[src/rtl/axil_uart_rx.sv]
// AXI4-Lite UART receiver: 8N1 deserialiser, RX FIFO, sticky status and level IRQ.
// Define AXIL_UART_RX_PARITY_EN for 8E1 framing with a parity-error flag in STATUS[3].
module axil_uart_rx #(
    parameter int unsigned FIFO_DEPTH = 16,
    parameter logic [15:0] DIV_RESET  = 16'd434
) (
    input  logic        clk,
    input  logic        reset_reset,
    input  logic        rx_serial,
    output logic        rx_irq,
    input  logic [31:0] csr_agent_awaddr,
    input  logic [2:0]  csr_agent_awsize,
    input  logic [2:0]  csr_agent_awprot,
    input  logic        csr_agent_awvalid,
    output logic        csr_agent_awready,
    input  logic [31:0] csr_agent_wdata,
    input  logic [3:0]  csr_agent_wstrb,
    input  logic        csr_agent_wlast,
    input  logic        csr_agent_wvalid,
    output logic        csr_agent_wready,
    output logic [1:0]  csr_agent_bresp,
    output logic        csr_agent_bvalid,
    input  logic        csr_agent_bready,
    input  logic [31:0] csr_agent_araddr,
    input  logic [2:0]  csr_agent_arsize,
    input  logic [2:0]  csr_agent_arprot,
    input  logic        csr_agent_arvalid,
    output logic        csr_agent_arready,
    output logic [31:0] csr_agent_rdata,
    output logic [1:0]  csr_agent_rresp,
    output logic        csr_agent_rvalid,
    input  logic        csr_agent_rready
);
    localparam int unsigned AW = $clog2(FIFO_DEPTH);

    typedef enum logic [2:0] {
        S_IDLE   = 3'd0,
        S_START  = 3'd1,
        S_DATA   = 3'd2,
`ifdef AXIL_UART_RX_PARITY_EN
        S_PARITY = 3'd3,
`endif
        S_STOP   = 3'd4
    } state_t;

    logic        r_rx_s1, r_rx_s2, r_rx_prev;
    state_t      r_state;
    logic [15:0] r_cnt;
    logic [2:0]  r_bit;
    logic [7:0]  r_shift;
    logic [1:0]  r_ctrl;
    logic [15:0] r_div;
    logic        r_ovr, r_fe, r_pe;
    logic [7:0]  r_mem [FIFO_DEPTH];
    logic [AW-1:0] r_wp, r_rp;
    logic [AW:0]   r_count;
    logic        r_wr_rdy, r_bvalid, r_arready, r_rvalid, r_irq;
    logic [1:0]  r_bresp, r_rresp;
    logic [31:0] r_rdata;

    logic        w_rx, w_fall, w_tick, w_push, w_fe_set, w_pe_set;
    logic [15:0] w_tgt, w_div_mrg, w_div_new;
    logic        w_empty, w_full, w_wr, w_rd, w_aw_bad, w_ar_bad, w_pop, w_wen, w_ovr_set;
    logic [3:0]  w_w1c;
    logic [8:0]  w_cnt9;
    logic [7:0]  w_cnt8;
    logic [31:0] w_status, w_rmux;
    logic        w_unused;

    assign w_rx   = r_rx_s2;
    assign w_fall = r_rx_prev & ~r_rx_s2;
    // START waits half a bit so every later sample lands mid-bit.
    assign w_tgt  = (r_state == S_START) ? {1'b0, r_div[15:1]} : r_div;
    assign w_tick = (r_cnt >= w_tgt - 16'd1);

    assign w_push   = r_ctrl[1] && (r_state == S_STOP) && w_tick && w_rx;
    assign w_fe_set = r_ctrl[1] && (r_state == S_STOP) && w_tick && !w_rx;
`ifdef AXIL_UART_RX_PARITY_EN
    assign w_pe_set = r_ctrl[1] && (r_state == S_PARITY) && w_tick && (w_rx != ^r_shift);
`else
    assign w_pe_set = 1'b0;
`endif

    assign w_empty   = (r_count == '0);
    assign w_full    = (r_count == (AW+1)'(FIFO_DEPTH));
    assign w_wr      = r_wr_rdy & csr_agent_awvalid & csr_agent_wvalid;
    assign w_rd      = r_arready & csr_agent_arvalid;
    assign w_aw_bad  = |csr_agent_awaddr[31:4];
    assign w_ar_bad  = |csr_agent_araddr[31:4];
    assign w_pop     = w_rd && !w_ar_bad && (csr_agent_araddr[3:2] == 2'd0) && !w_empty;
    // A pop in the same cycle frees the slot, so a push into a full FIFO still lands.
    assign w_wen     = w_push && (!w_full || w_pop);
    assign w_ovr_set = w_push && w_full && !w_pop;
    assign w_w1c     = (w_wr && !w_aw_bad && (csr_agent_awaddr[3:2] == 2'd1) && csr_agent_wstrb[0])
                       ? csr_agent_wdata[3:0] : 4'h0;

    assign w_div_mrg = {csr_agent_wstrb[1] ? csr_agent_wdata[15:8] : r_div[15:8],
                        csr_agent_wstrb[0] ? csr_agent_wdata[7:0]  : r_div[7:0]};
    assign w_div_new = (w_div_mrg < 16'd4) ? 16'd4 : w_div_mrg;

    assign w_cnt9   = 9'(r_count);
    assign w_cnt8   = w_cnt9[8] ? 8'hFF : w_cnt9[7:0];
    assign w_status = {16'h0, w_cnt8, 4'h0, r_pe, r_fe, r_ovr, !w_empty};

    always_comb begin
        w_rmux = 32'h0;
        case (csr_agent_araddr[3:2])
            2'd0: w_rmux = w_empty ? 32'h0 : {24'h0, r_mem[r_rp]};
            2'd1: w_rmux = w_status;
            2'd2: w_rmux = {30'h0, r_ctrl};
            2'd3: w_rmux = {16'h0, r_div};
        endcase
    end

    assign w_unused = ^{csr_agent_awsize, csr_agent_awprot, csr_agent_wlast, csr_agent_arsize,
                        csr_agent_arprot, csr_agent_awaddr[1:0], csr_agent_araddr[1:0],
                        csr_agent_wdata[31:16], csr_agent_wstrb[3:2], w_w1c};

    always_ff @(posedge clk or posedge reset_reset) begin
        if (reset_reset) begin
            r_rx_s1   <= 1'b1;
            r_rx_s2   <= 1'b1;
            r_rx_prev <= 1'b1;
        end else begin
            r_rx_s1   <= rx_serial;
            r_rx_s2   <= r_rx_s1;
            r_rx_prev <= r_rx_s2;
        end
    end

    always_ff @(posedge clk or posedge reset_reset) begin
        if (reset_reset) begin
            r_state <= S_IDLE;
            r_cnt   <= '0;
            r_bit   <= '0;
            r_shift <= '0;
        end else if (!r_ctrl[1]) begin
            r_state <= S_IDLE;
            r_cnt   <= '0;
        end else begin
            r_cnt <= w_tick ? 16'd0 : r_cnt + 16'd1;
            case (r_state)
                S_IDLE: begin
                    r_cnt <= '0;
                    if (w_fall) begin
                        r_state <= S_START;
                        r_bit   <= '0;
                    end
                end
                S_START: if (w_tick) r_state <= w_rx ? S_IDLE : S_DATA;
                S_DATA: if (w_tick) begin
                    r_shift <= {w_rx, r_shift[7:1]};
                    r_bit   <= r_bit + 3'd1;
`ifdef AXIL_UART_RX_PARITY_EN
                    if (r_bit == 3'd7) r_state <= S_PARITY;
`else
                    if (r_bit == 3'd7) r_state <= S_STOP;
`endif
                end
`ifdef AXIL_UART_RX_PARITY_EN
                S_PARITY: if (w_tick) r_state <= S_STOP;
`endif
                S_STOP: if (w_tick) r_state <= S_IDLE;
                default: r_state <= S_IDLE;
            endcase
        end
    end

    always_ff @(posedge clk) begin
        if (w_wen) r_mem[r_wp] <= r_shift;
    end

    always_ff @(posedge clk or posedge reset_reset) begin
        if (reset_reset) begin
            r_wp    <= '0;
            r_rp    <= '0;
            r_count <= '0;
        end else begin
            if (w_wen) r_wp <= r_wp + 1'b1;
            if (w_pop) r_rp <= r_rp + 1'b1;
            if (w_wen && !w_pop)      r_count <= r_count + 1'b1;
            else if (!w_wen && w_pop) r_count <= r_count - 1'b1;
        end
    end

    always_ff @(posedge clk or posedge reset_reset) begin
        if (reset_reset) begin
            r_ctrl <= '0;
            r_div  <= DIV_RESET;
            r_ovr  <= 1'b0;
            r_fe   <= 1'b0;
            r_pe   <= 1'b0;
            r_irq  <= 1'b0;
        end else begin
            if (w_wr && !w_aw_bad && (csr_agent_awaddr[3:2] == 2'd2) && csr_agent_wstrb[0])
                r_ctrl <= csr_agent_wdata[1:0];
            if (w_wr && !w_aw_bad && (csr_agent_awaddr[3:2] == 2'd3))
                r_div <= w_div_new;
            // Hardware set beats a same-cycle W1C.
            r_ovr <= w_ovr_set | (r_ovr & ~w_w1c[1]);
            r_fe  <= w_fe_set  | (r_fe  & ~w_w1c[2]);
`ifdef AXIL_UART_RX_PARITY_EN
            r_pe  <= w_pe_set  | (r_pe  & ~w_w1c[3]);
`else
            r_pe  <= w_pe_set;
`endif
            r_irq <= r_ctrl[0] & (!w_empty | r_ovr);
        end
    end

    always_ff @(posedge clk or posedge reset_reset) begin
        if (reset_reset) begin
            r_wr_rdy  <= 1'b0;
            r_bvalid  <= 1'b0;
            r_bresp   <= 2'b00;
            r_arready <= 1'b0;
            r_rvalid  <= 1'b0;
            r_rdata   <= '0;
            r_rresp   <= 2'b00;
        end else begin
            r_wr_rdy <= csr_agent_awvalid & csr_agent_wvalid & !r_bvalid & !r_wr_rdy;
            if (w_wr) begin
                r_bvalid <= 1'b1;
                r_bresp  <= w_aw_bad ? 2'b10 : 2'b00;
            end else if (r_bvalid && csr_agent_bready) begin
                r_bvalid <= 1'b0;
            end
            if (w_rd) begin
                r_arready <= 1'b0;
                r_rvalid  <= 1'b1;
                r_rdata   <= w_ar_bad ? 32'h0 : w_rmux;
                r_rresp   <= w_ar_bad ? 2'b10 : 2'b00;
            end else if (r_rvalid && csr_agent_rready) begin
                r_rvalid  <= 1'b0;
                r_arready <= 1'b1;
            end else if (!r_rvalid) begin
                r_arready <= 1'b1;
            end
        end
    end

    assign rx_irq            = r_irq;
    assign csr_agent_awready = r_wr_rdy;
    assign csr_agent_wready  = r_wr_rdy;
    assign csr_agent_bvalid  = r_bvalid;
    assign csr_agent_bresp   = r_bresp;
    assign csr_agent_arready = r_arready;
    assign csr_agent_rvalid  = r_rvalid;
    assign csr_agent_rdata   = r_rdata;
    assign csr_agent_rresp   = r_rresp;
endmodule

[config.mk]
export PLATFORM = sky130hd
export DESIGN_NAME = axil_uart_rx
export DESIGN_NICKNAME = d
export VERILOG_FILES = /design/src/rtl/axil_uart_rx.sv
export SDC_FILE = /design/constraint.sdc
export NUM_CORES = 1
export LEC_CHECK = 0
export ABC_CLOCK_PERIOD_IN_PS = 6200
export CAP_MARGIN = 20
export CORE_ASPECT_RATIO = 0.75
export CORE_MARGIN = 1
export CORE_UTILIZATION = 40
export CTS_CLUSTER_SIZE = 24
export DETAILED_ROUTE_END_ITERATION = 12
export DONT_BUFFER_PORTS = 1
export SETUP_SLACK_MARGIN = 0.05
export SYNTH_ARGS = -nofsm -noshare
export SYNTH_HDL_FRONTEND = slang
export SYNTH_SLANG_ARGS = --single-unit
[constraint.sdc]
create_clock -name clk -period 6.2 [get_ports clk]
set_input_delay 1.24 -clock clk [delete_from_list [all_inputs] [get_ports clk]]
set_output_delay 1.24 -clock clk [all_outputs]
set_load 0.01 [all_outputs]
# Yosys cells after proc, flatten, opt, wreduce, memory -nomap -nowiden
# Memories as Yosys holds them, arrays and structs flattened.
# Index checks and enable logic that the tools add are counted.
dict set report word_totals {
  reg_bits 107
  ram_bits 128
  inputBits 121
  output_inout_bits 42
  mem_count 1
}
# name depth word_bits read_ports rd_ports_with_merged_regs write_ports line_no
set mem_list {}
lappend mem_list {r_mem 16 8 1 0 1 54} ;# logic [7:0] r_mem [FIFO_DEPTH];
dict set report op_classes {
  addsub 7
  order_cmp 2
  eq_ne 19
  mux 35
  bitwise 16
  n_reduce_logical 42
}
# op count
set op_table {}
lappend op_table {{one-hot mux 32 bit (4 select lines)} 1}
lappend op_table {{two-way mux 16 bit} 5}
lappend op_table {{OR reduction 28 bit} 2}
lappend op_table {{two-way mux 32 bit} 1}
lappend op_table {{two-way mux 3 bit} 9}
lappend op_table {{two-way mux 8 bit} 3}
lappend op_table {{logical AND 1 bit} 20}
lappend op_table {{adder 16 x 1 -> 16 bit (second input constant)} 1}
lappend op_table {{greater-or-equal comparator 16 bit} 1}
lappend op_table {{less-than comparator 16 x 3 -> 1 bit (second input constant)} 1}
lappend op_table {{subtractor 16 x 1 -> 16 bit (second input constant)} 1}
lappend op_table {{!= test 3 bit (second input constant)} 5}
lappend op_table {{one-hot mux 3 bit (4 select lines)} 1}
lappend op_table {{AND 1 bit} 10}
lappend op_table {{two-way mux 5 bit} 2}
lappend op_table {{logical NOT 1 bit} 9}
lappend op_table {{two-way mux 1 bit} 9}
lappend op_table {{adder 4 x 1 -> 4 bit (second input constant)} 2}
lappend op_table {{equality test 2 bit (second input constant)} 4}
lappend op_table {{nonzero test 2 bit} 4}
lappend op_table {{equality test 3 bit (second input constant)} 2}
lappend op_table {{two-way mux 2 bit} 3}
lappend op_table {{one-hot mux 3 bit (2 select lines)} 1}
lappend op_table {{adder 5 x 1 -> 5 bit (second input constant)} 1}
lappend op_table {{17 further kinds} 23}

# Longest topological paths before layout
# Gate-level depths: netlist of run 1.
dict set report depth {
  ltp_word 11
  depth_mapped 29
  depth_no_buf 24
}

# Worst setup path after synthesis of run 1
# Ideal clock, no wire load.
dict set report synth_timing {
  path_type {reg-to-reg}
  startpoint {reg r_state[1]}
  endpoint {reg r_count[4]}
  setup_time_ns 0.125
  arrival_time_ns 6.098
  required_ns 6.075
  path_slack_ns -0.023
  path_stages_with_launch 29
  path_buffers 5
  cell_sequence {dfrtp_1 > buf_6 > or3b_1 > buf_2 > clkbuf_1 > mux2i_1 > ha_1 > or4b_4 > a2111o_1 > or4b_4 > nor2_2 > xnor2_1 > a31oi_1 > ha_1 > nand2_1 > nor2_1 > nand3_1 > o211ai_1 > and4_1 > clkbuf_1 > buf_2 > ha_1 > inv_1 > fa_1 > a21o_1 > a21oi_1 > xnor2_1 > nor2_1 > xor2_1}
}
dict set report synth_between {
  elab_chain_cells 10
  word_cells_on_any_way 14
  cone_classes {1 x add/sub; 1 x order compare; 2 x eq/ne; 2 x mux; 8 x reduce/logical}
}
# item line_no
set synth_lines {}
lappend synth_lines {{start, declared} 47} ;# state_t r_state;
lappend synth_lines {{start signal, assigned} 150} ;# S_START: if (w_tick) r_state <= w_rx ? S_IDLE : S_DATA;
lappend synth_lines {{equality test 3 x 1 -> 1 bit} 73} ;# assign w_tgt = (r_state == S_START) ? {1'b0, r_div[15:1]} : r_div;
lappend synth_lines {{two-way mux 16 bit} 73}
lappend synth_lines {{subtractor 16 x 1 -> 16 bit} 74} ;# assign w_tick = (r_cnt >= w_tgt - 16'd1);
lappend synth_lines {{greater-or-equal comparator 16 bit} 74}
lappend synth_lines {{logical AND 1 bit * (2 in a row)} 76} ;# assign w_push = r_ctrl[1] && (r_state == S_STOP) && w_tick && w_rx;
lappend synth_lines {{logical AND 1 bit *} 92} ;# assign w_wen = w_push && (!w_full || w_pop);
lappend synth_lines {{net w_wen} 63} ;# logic w_empty, w_full, w_wr, w_rd, w_aw_bad, w_ar_bad, w_pop, w_wen, w_ovr_set;
lappend synth_lines {{logical NOT 1 bit} 182} ;# else if (!w_wen && w_pop) r_count <= r_count - 1'b1;
lappend synth_lines {{logical AND 1 bit} 182}
lappend synth_lines {{nonzero test 2 bit (no source line)} -}
lappend synth_lines {{end signal, assigned} 181} ;# if (w_wen && !w_pop) r_count <= r_count + 1'b1;
lappend synth_lines {{end signal, assigned} 182}
lappend synth_lines {{end, declared} 56} ;# logic [AW:0] r_count;
# The timed path passes the listed nets; every way through them passes the cells marked *.
# A chain may end at the register's enable or synchronous reset.

# Final worst setup path of run 1
dict set report layout_timing {
  startpoint {reg r_state[2]}
  endpoint {reg r_count[4]}
}
dict set report layout_between {
  elab_chain_cells 10
  word_cells_on_any_way 14
  cone_classes {1 x add/sub; 1 x order compare; 2 x eq/ne; 2 x mux; 8 x reduce/logical}
}
# item line_no
set layout_lines {}
lappend layout_lines {{equality test 3 x 1 -> 1 bit} 73}
lappend layout_lines {{two-way mux 16 bit} 73}
lappend layout_lines {{subtractor 16 x 1 -> 16 bit} 74}
lappend layout_lines {{greater-or-equal comparator 16 bit} 74}
lappend layout_lines {{logical AND 1 bit * (2 in a row)} 76}
lappend layout_lines {{logical AND 1 bit *} 92}
lappend layout_lines {{logical NOT 1 bit} 182}
lappend layout_lines {{logical AND 1 bit} 182}
lappend layout_lines {{nonzero test 2 bit (no source line)} -}
# Mark *: on every way between the ends. The rest lies on a longest branch, timed or not.

==> results of run 1 <==
flip-flops by register name (all words and copies together) (netlist names), 2 cells and up:
name and flops:
r_state 3, csr_agent_rdata 16, r_rp 4, r_count 5, r_ctrl 2, r_bit 3, r_shift 8, r_div 16
r_cnt 16, r_mem 128, r_wp 4
path summary, 6_finish.rpt:
kind / depth (start not counted) / end
min in group asynchronous: 1 / csr_agent_awready
min: 0 / r_rx_s2
max in group asynchronous: 2 / r_state[0]
min reg2reg: 0 / r_rx_s2
max: 24 / r_count[4]
max reg2reg: 24 / r_count[4]
stage by stage:
stage	setup slack, ns	utilization [%]	hold WS (ns)	area, um2
2_1_floorplan	0.0941	-	0.345	10300
3_3_place_gp	0.280	42.3	0.347	10600
3_5_place_dp	0.254	42.3	0.348	10600
4_1_cts	0.210	45.3	0.353	11300
5_1_grt	0.0646	45.4	0.359	11300
6_report	0.521	45.4	0.354	11300
layer usage:
| layer | vias up | track usage [%] |
|---|---|---|
| met5 | - | 0 |
| met4 | 0 | 3.91 |
| met3 | 33 | 3.18 |
| met2 | 218 | 25.3 |
| met1 | 3040 | 27.4 |
| li1 | 2860 | - |
cells by family after synthesis:
group	count (synthesis)	synth area share, %
and+or+nand+nor	221	11.2
DFF	217	59.6
AOI/OAI and AO/OA	111	6.75
buffers and inverters	84	4.00
muxes	66	11.3
xor gates and xnor gates	38	3.26
adders and majority gates	30	3.75
other	1	0.0368
worst max-delay path, stage by stage, from the launching register on:
cell	delay [ns]
dfrtp_1	0.43
or3b_4	0.45
a21oi_1	0.21
ha_2	0.22
or4b_4	0.49
a2111o_1	0.36
or4b_4	0.50
nor2_2	0.11
xnor2_1	0.12
a31oi_1	0.07
ha_1	0.30
nand2_1	0.06
nor2_1	0.18
nand3_1	0.09
o211ai_1	0.19
buf_4	0.18
and4_1	0.22
ha_1	0.20
inv_1	0.11
fa_1	0.42
a21o_1	0.17
a21oi_1	0.17
xnor2_1	0.13
nor2_1	0.06
xor2_1	0.14
area by class of cell:
cell class,count,area (um2)
Fill cell,2220,13600
Sequential cell,217,6080
Multi-Input combinational cell,484,3800
Clock buffer,24,579
Tap cell,338,423
Clock inverter,17,173
Timing Repair Buffer,19,143
Inverter,31,119
power by group:
group / internal (mW) / switching (mW)
clock: 0.775 / 0.595
combinational: 0.195 / 0.297
sequential: 1.55 / 0.0373
total: 2.52 / 0.929
cells in the final DEF, fill, tap and decap left out, drive strengths merged, types with 15 or more instances in the layout:
cell type / instances
nand2: 63
o21ai: 43
conb: 18
edfxtp: 128
buf: 19
mux2: 16
and3: 20
xnor2: 23
a21oi: 19
mux4: 38
nor2: 52
dfrtp: 81
inv: 33
xor2: 15
nor4: 19
ha: 29
clkbuf: 24
==> out/qor_table.md, run 1 <==
| Item | Reported | Unit |
|:---|:---|:---|
| Final net count | 927 | - |
| Highest metal used | met4 | - |
| Number of max-slew violations in the final report | 0 | - |
| Prevailing post-synth register cell | edfxtp_1 | - |
| Capturing element type of the critical path | register | - |
| Number of buffer cells added on primary ports | 0 | - |
| Post-cts hold buffer count | 0 | - |
| Number of instances in the synthesized netlist | 768 | - |
| RSZ-0062 raised after global routing | false | - |
| Netlist Area Pre-Place | 10200 | um2 |
| Total number of placement rows | 50 | - |
| Time the worst path needs with I/O delays and setup | 5.68 | ns |
| Die Height | 140 | um |
| Count of different cell masters after synthesis | 62 | - |
| Final RePlAce weighted congestion | 0.803 | - |
| Met2 Wirelength | 9640 | um |
| Diodes inserted | 0 | - |
| Worst clock skew | 0.0278 | ns |
| Hold Violations, Final | 0 | - |
| TritonCTS sink count | 217 | - |
| Clock tree root driver cell | clkbuf_16 | - |
| Final standard cell count with taps included and fillers excluded | 1130 | - |
| Yosys warning total | 0 | - |
| CP arrival | 6.09 | ns |
| Top-level I/O count | 163 | - |
| Cell taking the most area after synthesis | edfxtp_1 | - |
| CTS max path bufs | 3 | - |
| Clock Latency Late Sink | 0.53 | ns |
| Critical path peak fanout | 6 | - |
| Commonest cells post-synth | 128 x edfxtp_1, 81 x dfrtp_1, 63 x nand2_1, 51 x nor2_1, 43 x o21ai_0 | - |
| Actual slew at the worst max-slew pin | 0.974 | ns |
| Share of the yosys chip area belonging to registers | 59.6 | % |
| Residual overflow from global routing | 0 | - |
| Seq cells post-synth | 217 | - |
| Die Width | 186 | um |
| Number of search-and-repair iterations in the first detailed-routing pass | 5 | - |
| Number of routed nets with antenna violations | 0 | - |
| Most frequent cell after synthesis | edfxtp_1 | - |
| Number of resized instances in the post-cts repair step | 0 | - |
| Crit Reg-Reg Startpoint | r_state[2] | - |
| Layout cells sized above 1 | 17.2 | % |
| Most area-consuming cells after synthesis | edfxtp_1 38%, dfrtp_1 20%, mux4_2 8.4% | - |
| Post-detailed-route DRC marker count | 0 | - |
| CP startpoint | r_state[2] | - |
| Routed Wire Length | 22600 | um |
| Placed Cells | 1089 | - |
| Average via count per standard cell | 5.44 | - |
| Result of the run | finished, final reports clean | - |
| Worst hold start | r_rx_s1 | - |
| Number of synthesized flops with an enable pin | 128 | - |
| Placed wire-length estimate | 15300 | um |
| Headroom to the max-slew limit | 35.1 | % |
| Ys async rst share | 41.0 | % |
| Static power due to leakage | 4.40 | nW |
| Number of levels the H-tree was split into | 1 | - |
| Avg WL per Cell | 20.0 | um |
| CTS Buf Count | 23 | - |
| Combined global-route utilization of all metal layers | 17.6 | % |
| Synth-to-Final Area Change | 11.0 | % |
| Worst vdd ir | 222 | uV |
| Min-delay worst type | reg2reg | - |
| Met1 WL | 11300 | um |
| Wire length of the first global-routing pass | 35200 | um |
| Share of the synthesized area in the top cell type | 37.7 | % |
| Final setup violation count | 0 | - |
| Drt first-iter violations | 534 | - |
| Highest achievable clock rate | 176 | MHz |
| Floorplan die area | 26100 | um2 |
| Worst setup SP type | register | - |
| Slack of the worst reg-to-reg path | 0.52 | ns |
| Starting Density | 40.9 | % |
| Number of maximum-capacitance constraint violations | 0 | - |
| Average cell area after synthesis | 13.3 | um2 |
| Worst setup path category | reg2reg | - |
| Total design power | 3.45 | mW |
| WP data required | 6.61 | ns |
| Total number of vias | 6151 | - |
| Largest net degree at the start of global routing | 54 | - |
| Final sum of negative setup slack | 0 | ns |
| Reg clk slew, reported paths | 0.06 | ns |
| Number of antenna violations at the first check in global routing | 0 | - |
| Via count of the first global-routing pass | 5949 | - |
| CTS tree | built | - |
| CORE AREA | 25000 | um2 |
| Power density relative to cell area | 305 | nW/um2 |
| Post-route clock period utilization | 91.6 | % |
| Count of buffers added by post-CTS timing repair for setup | 0 | - |
| Length of routed met3 wiring | 1350 | um |
Power figures use the tool's default switching activity.
==> run 2: changes to the inputs <==
--- a/config.mk
+++ b/config.mk
@@ -13,6 +13,8 @@
 export CTS_CLUSTER_SIZE = 24
 export DETAILED_ROUTE_END_ITERATION = 12
 export DONT_BUFFER_PORTS = 1
+export GPL_TIMING_DRIVEN = 1
+export MAX_ROUTING_LAYER = met4
 export SETUP_SLACK_MARGIN = 0.05
 export SYNTH_ARGS = -nofsm -noshare
 export SYNTH_HDL_FRONTEND = slang
==> run 2 against run 1 <==
Hold slack about the same. Sequential share of layout area is the same. Global-route usage increased by 0.56 points. Core utilization unchanged. Maximum frequency is essentially flat. Count of clock-buffer cells in the layout unchanged. Design area stayed put. Wire length about the same. Via count is essentially flat. Setup slack got worse by 0.0030 ns. Non-clock buffer count unchanged. Critical path type unchanged. Largest power group unchanged.
==> out/qor_table.md, run 2 (synthesis gave the netlist of run 1 again) <==
| Item | Reported | Unit |
|:---|:---|:---|
| Result of the run | finished, final reports clean | - |
| Placed wire-length estimate | 15300 | um |
| RSZ-0062 raised after global routing | false | - |
| Clock tree root driver cell | clkbuf_16 | - |
| Largest register FFs | 128 | - |
| Leading cell type in the layout, fill and taps excluded | edfxtp_1 | - |
| Capturing element type of the critical path | register | - |
| Via count of the first global-routing pass | 5958 | - |
| Worst vdd ir | 222 | uV |
| Minimum hold slack | 0.354 | ns |
| Number of buffer cells added on primary ports | 0 | - |
| Die Width | 186 | um |
| Worst clock skew | 0.0267 | ns |
| TritonCTS sink count | 217 | - |
| Internal cell power | 2.52 | mW |
| Time the worst path needs with I/O delays and setup | 5.68 | ns |
| Worst Setup Slack, final | 0.518 | ns |
| Total number of vias | 6156 | - |
| Starting Density | 40.9 | % |
| Final RePlAce weighted congestion | 0.814 | - |
| Static power due to leakage | 4.40 | nW |
| Diodes inserted | 0 | - |
| Post-detailed-route DRC marker count | 0 | - |
| Combinational share of power | 14.2 | % |
| Worst slack at placement | 0.254 | ns |
| WP data required | 6.62 | ns |
| Die Height | 140 | um |
| Routed Wire Length | 22600 | um |
| Average via count per standard cell | 5.45 | - |
| Clock Latency Late Sink | 0.53 | ns |
| Avg WL per Cell | 20.0 | um |
| Synth-to-Final Area Change | 11.0 | % |
| CTS tree | built | - |
| Min-delay worst type | reg2reg | - |
| Switching power share of the total | 26.9 | % |
| Layout cells sized above 1 | 17.2 | % |
| Switch Pwr | 0.927 | mW |
| Worst setup SP type | register | - |
| CTS max path bufs | 3 | - |
| Critical path peak fanout | 6 | - |
| Final setup violation count | 0 | - |
| Fraction of power consumed by the clock network | 39.8 | % |
| Share of power burned in registers | 46.1 | % |
| Combined global-route utilization of all metal layers | 18.1 | % |
| CORE AREA | 25000 | um2 |
| Register bank with the most flops | r_mem | - |
| CTS Buf Count | 23 | - |
| Total design power | 3.45 | mW |
| Number of search-and-repair iterations in the first detailed-routing pass | 5 | - |
| Number of routed nets with antenna violations | 0 | - |
| CP arrival | 6.10 | ns |
| Commonest cells after routing, fill and taps aside | 128 x edfxtp_1, 79 x dfrtp_1, 63 x nand2_1, 51 x nor2_1, 43 x o21ai_0 | - |
| Post-route clock period utilization | 91.6 | % |
| Highest achievable clock rate | 176 | MHz |
| Final sum of negative setup slack | 0 | ns |
| Reg clk slew, reported paths | 0.06 | ns |
| Number of levels the H-tree was split into | 1 | - |
| Total number of placement rows | 50 | - |
| Wire length of the first global-routing pass | 35200 | um |
| Largest net degree at the start of global routing | 54 | - |
| Actual slew at the worst max-slew pin | 0.957 | ns |
| Drt first-iter violations | 540 | - |
| Number of maximum-capacitance constraint violations | 0 | - |
| Residual overflow from global routing | 0 | - |
| Top-level I/O count | 163 | - |
| Hold Violations, Final | 0 | - |
| Power density relative to cell area | 305 | nW/um2 |
| Worst setup path category | reg2reg | - |
| Floorplan die area | 26100 | um2 |
| Headroom to the max-slew limit | 36.2 | % |
| Number of antenna violations at the first check in global routing | 0 | - |
| Final net count | 927 | - |
| Number of max-slew violations in the final report | 0 | - |
## run 2: cell counts in the layout (fill, tap and decap cells not counted)
No cell type changed its count.
## run 2: metrics by stage
stage	instance area (um2)	utilization, %	instances
after global routing	11300	45.4	1130
after detailed placement	10600	42.3	1089
after CTS	11300	45.3	1130
after floorplan	10300	-	785
final	11300	45.4	1130
after global placement	10600	42.3	1089
## run 2: power by group through the flow
stage          Clock (mW)  Combinational (mW)  Sequential (mW)
3_5_place_dp            0               0.484             1.62
3_3_place_gp            0               0.475             1.62
6_report             1.37               0.489             1.59
5_1_grt              1.45               0.554             1.59
4_1_cts              1.40               0.486             1.59
2_1_floorplan           0               0.376             1.60
## run 2: repair_timing
item | 4_1_cts | 5_1_grt
buffers inserted | 0 | 0
gates resized for setup | 0 | 5
hold buffers | 0 | 0
endpoints found under the setup margin | 0 | 2
## run 2: critical path: stages, from the launching register on
cell      delay, ns
dfrtp_1        0.43
or3b_4         0.46
a21oi_1        0.21
ha_2           0.22
or4b_4         0.49
a2111o_1       0.36
or4b_4         0.51
nor2_2         0.11
xnor2_1        0.12
a31oi_1        0.07
ha_1           0.30
nand2_1        0.06
nor2_1         0.18
nand3_1        0.09
o211ai_1       0.19
buf_4          0.18
and4_1         0.21
ha_1           0.20
inv_1          0.11
fa_1           0.42
a21o_1         0.17
a21oi_1        0.17
xnor2_1        0.13
nor2_1         0.06
xor2_1         0.14
## run 2: worst paths after layout
path	cells after the start	slack, ns	endpoint	from
min in group asynchronous	1	0.61	csr_agent_awready	reset_reset
max	24	0.52	r_count[4]	r_state[2]
max reg2reg	24	0.52	r_count[4]	r_state[2]
min reg2reg	0	0.35	r_rx_s2	r_rx_s1
min	0	0.35	r_rx_s2	r_rx_s1
max in group asynchronous	2	4.46	r_state[0]	reset_reset
## run 2: area by class of cell
cell class / count / area [um2]
inverters: 31 / 119
clock buffers: 24 / 579
multi-input cells: 484 / 3800
well taps: 338 / 423
clock inverters: 17 / 173
repair buffers: 19 / 143
flip-flops and latches: 217 / 6080
fillers: 2220 / 13600
## run 2: routing by layer
layer | routed length (um) | global-route usage, % | vias up
met5 | 0 | - | -
met4 | 349 | 3.91 | 0
met3 | 1510 | 3.18 | 31
met2 | 9650 | 25.3 | 233
met1 | 11100 | 27.4 | 3033
li1 | - | - | 2859
==> run 3: changes to the inputs <==
--- a/config.mk
+++ b/config.mk
@@ -5,8 +5,8 @@
 export SDC_FILE = /design/constraint.sdc
 export NUM_CORES = 1
 export LEC_CHECK = 0
-export ABC_CLOCK_PERIOD_IN_PS = 6200
-export CAP_MARGIN = 20
+export ABC_AREA = 1
+export ABC_CLOCK_PERIOD_IN_PS = 7100
 export CORE_ASPECT_RATIO = 0.75
 export CORE_MARGIN = 1
 export CORE_UTILIZATION = 40
==> constraint.sdc (replaced) <==
create_clock -name clk -period 7.1 [get_ports clk]
set_input_delay 1.42 -clock clk [delete_from_list [all_inputs] [get_ports clk]]
set_output_delay 1.42 -clock clk [all_outputs]
set_load 0.01 [all_outputs]
==> run 3 against run 2 <==
The run now ends with DRC left. Count of clock-buffer cells in the layout up 5. First-iteration DRC count up 20%. Flip-flop and latch count unchanged. Global-route usage up 0.56 points. Power down 26%. Clock skew down 0.0021 ns. Critical endpoint unchanged. Largest cell class unchanged. Highest routed layer unchanged.
==> out/qor_table.md, run 3 <==
| Item | Reported | Unit |
|:---|:---|:---|
| Result of the run | finished with violations | - |
| Violated checks | DRC | - |
| Actual slew at the worst max-slew pin | 0.870 | ns |
| Number of instances in the synthesized netlist | 1161 | - |
| Compound-Gate Fraction of Synth Area | 10.7 | % |
| Avg WL per Cell | 16.9 | um |
| Clock Latency Late Sink | 0.53 | ns |
| Delay of the slowest cell on the worst path | 0.50 | ns |
| Worst setup path category | reg2reg | - |
| Adder-Cell Fraction of Synth Area | 3.49 | % |
| TritonCTS sink count | 217 | - |
| Area of the multi-input gates | 4230 | um2 |
| Time the worst path needs with I/O delays and setup | 5.06 | ns |
| Total number of placement rows | 52 | - |
| Final sum of negative setup slack | 0 | ns |
| Met1 WL | 12700 | um |
| Count of buffers added by post-CTS timing repair for setup | 0 | - |
| Capturing element type of the critical path | register | - |
| Layout cells sized above 1 | 9.01 | % |
| Share of the yosys chip area belonging to registers | 55.4 | % |
| WP data required | 7.51 | ns |
| CTS tree | built | - |
| Post-detailed-route DRC marker count | 11 | - |
| R2r worst-path depth | 26 | - |
| Number of resized instances in the post-cts repair step | 0 | - |
| Residual overflow from global routing | 0 | - |
| Largest register FFs | 128 | - |
| Post-cts hold buffer count | 0 | - |
| Critical path peak fanout | 33 | - |
| FF+latch area | 6080 | um2 |
| Yosys warning total | 0 | - |
| Capturing point of the worst reg2reg path | r_count[4] | - |
| Slack of the worst reg-to-reg path | 2.04 | ns |
| CTS max path bufs | 3 | - |
| Most frequent cell after synthesis | nor2_1 | - |
| Hold Violations, Final | 0 | - |
| Number of maximum-capacitance constraint violations | 0 | - |
| Final net count | 1300 | - |
| Commonest cells post-synth | 208 x nor2_1, 187 x nand2_1, 128 x edfxtp_1, 101 x o21ai_0, 85 x inv_1 | - |
| Netlist Area Pre-Place | 11000 | um2 |
| Die Width | 193 | um |
| Number of synthesized flops with an enable pin | 128 | - |
| Power density relative to cell area | 214 | nW/um2 |
| Largest net degree at the start of global routing | 68 | - |
| Xor-xnor portion of the synthesized cell area | 2.31 | % |
| Highest achievable clock rate | 197 | MHz |
| Length of routed met3 wiring | 1620 | um |
| Fillcell total | 2556 | - |
| Combined global-route utilization of all metal layers | 18.7 | % |
| Crit Reg-Reg Startpoint | r_state[1] | - |
| Met2 Wirelength | 10800 | um |
| Placed wire-length estimate | 17600 | um |
| CORE AREA | 27000 | um2 |
| Final setup violation count | 0 | - |
| Area fraction in and, or, nand and nor cells after synthesis | 21.2 | % |
| Worst hold start | r_rx_s1 | - |
| Average via count per standard cell | 5.18 | - |
| Leading cell type in the layout, fill and taps excluded | nor2_1 | - |
| Slowest library cell on the worst path | o21ai_2 | - |
| Count of different cell masters after synthesis | 51 | - |
| Number of search-and-repair iterations in the first detailed-routing pass | 9 | - |
| Reg clk slew, reported paths | 0.06 | ns |
| Hold Path End | r_rx_s2 | - |
| Number of routed nets with antenna violations | 0 | - |
| Fraction of synthesized area in multiplexers | 0.182 | % |
| Total number of vias | 7851 | - |
| Share of the synthesized area in the top cell type | 35.0 | % |
| Starting Density | 40.7 | % |
| Worst clock skew | 0.0246 | ns |
| Number of levels the H-tree was split into | 1 | - |
| Synth-to-Final Area Change | 8.12 | % |
| CP arrival | 5.47 | ns |
| Drt first-iter violations | 647 | - |
| Worst setup SP type | register | - |
| Post-route clock period utilization | 71.3 | % |
| Routed Wire Length | 25600 | um |
| Commonest cells after routing, fill and taps aside | 208 x nor2_1, 187 x nand2_1, 128 x edfxtp_1, 101 x o21ai_0, 84 x inv_1 | - |
| Cell taking the most area after synthesis | edfxtp_1 | - |
| Headroom to the max-slew limit | 41.8 | % |
| Prevailing post-synth register cell | edfxtp_1 | - |
| Number of buffer cells added on primary ports | 0 | - |
| Wire length of the first global-routing pass | 40300 | um |
| Register bank with the most flops | r_mem | - |
| Final RePlAce weighted congestion | 0.879 | - |
| Cells on Worst Hold Path | 0 | - |
| Main combinational cell family by area after synthesis | simple AND/OR/NAND/NOR gates | - |
| Seq cells post-synth | 217 | - |
| Most area-consuming cells after synthesis | edfxtp_1 35%, dfrtp_1 18%, nor2_1 7.1% | - |
| Via count of the first global-routing pass | 7180 | - |
| Highest metal used | met4 | - |
| Diodes inserted | 0 | - |
| Number of antenna violations at the first check in global routing | 0 | - |
| Number of max-slew violations in the final report | 0 | - |
| Die Height | 145 | um |
| Average cell area after synthesis | 9.45 | um2 |
| Clock tree root driver cell | clkbuf_16 | - |
| RSZ-0062 raised after global routing | false | - |
| CTS Buf Count | 23 | - |
| Top-level I/O count | 163 | - |
| Ys async rst share | 41.0 | % |
| Utilization of the core after routing | 44.0 | % |
| Min-delay worst type | reg2reg | - |
| Static power due to leakage | 5.14 | nW |
| Floorplan die area | 28100 | um2 |
| Worst vdd ir | 155 | uV |
| Minimum hold slack | 0.359 | ns |
## run 3: changes by cell type after synthesis, sizes merged, moves of 15 or more
cell and change:
inv +61, mux4 -38, a21oi +15, nor3 +16, nand3 +36, nor2 +167
nand2 +134, mux2 -16, o21ai +96, and3 -20, buf +16
## run 3: logic make-up after synthesis
kind of cell               count (synthesis)
AOI/OAI and AO/OA                        211
xor gates and xnor gates                  29
adders and majority gates                 30
buffers and inverters                    153
DFF                                      217
muxes                                      2
other                                      1
and+or+nand+nor                          518
## run 3: critical path: cells and delay by family, from the launching register on
kind | cells | cell delay (ns)
compound gates | 3 | 0.82
buf+inv | 5 | 0.67
xor+xnor | 2 | 0.30
simple gates | 12 | 1.66
fa+ha+maj | 4 | 1.11
flops | 1 | 0.38
## run 3: per-stage QoR
| stage | power [mW] | std cells | area [um2] | setup slack [ns] |
|---|---|---|---|---|
| global placement | 1.40 | 1475 | 11100 | 2.18 |
| global route | 2.62 | 1517 | 11900 | 1.72 |
| finish | 2.54 | 1517 | 11900 | 2.04 |
| floorplan | 1.41 | 1178 | 11000 | 3.08 |
| CTS | 2.57 | 1517 | 11900 | 2.13 |
| detailed placement | 1.41 | 1475 | 11100 | 2.13 |
## run 3: power by group
| part | switching, mW | internal (mW) | total [mW] |
|---|---|---|---|
| registers | 0.00488 | 1.33 | 1.33 |
| logic | 0.0342 | 0.0112 | 0.0454 |
| clock network | 0.506 | 0.651 | 1.16 |
| total | 0.545 | 1.99 | 2.54 |
## run 3: worst max-delay path by stage
stage / startpoint / endpoint / slack, ns
global placement: r_state[2] / r_count[4] / 2.18
floorplan: r_state[2] / r_count[4] / 3.08
CTS: r_state[1] / r_count[4] / 2.13
detailed placement: r_state[1] / r_count[4] / 2.13
finish: r_state[1] / r_count[4] / 2.04
global route: r_state[1] / r_count[4] / 1.72
## run 3: per-layer routing
metal | vias up | global-route usage, %
li1 | 3880 | -
met1 | 3722 | 28.8
met2 | 217 | 26.0
met3 | 32 | 2.57
met4 | 0 | 3.60
met5 | - | -
## run 3: layout make-up
cell class	count	share of cell area [%]
Sequential cell	217	51.2
Multi-Input combinational cell	808	35.7
Clock buffer	29	5.12
Tap cell	351	3.70
Inverter	94	3.00
Clock inverter	13	0.959
Timing Repair Buffer	5	0.316
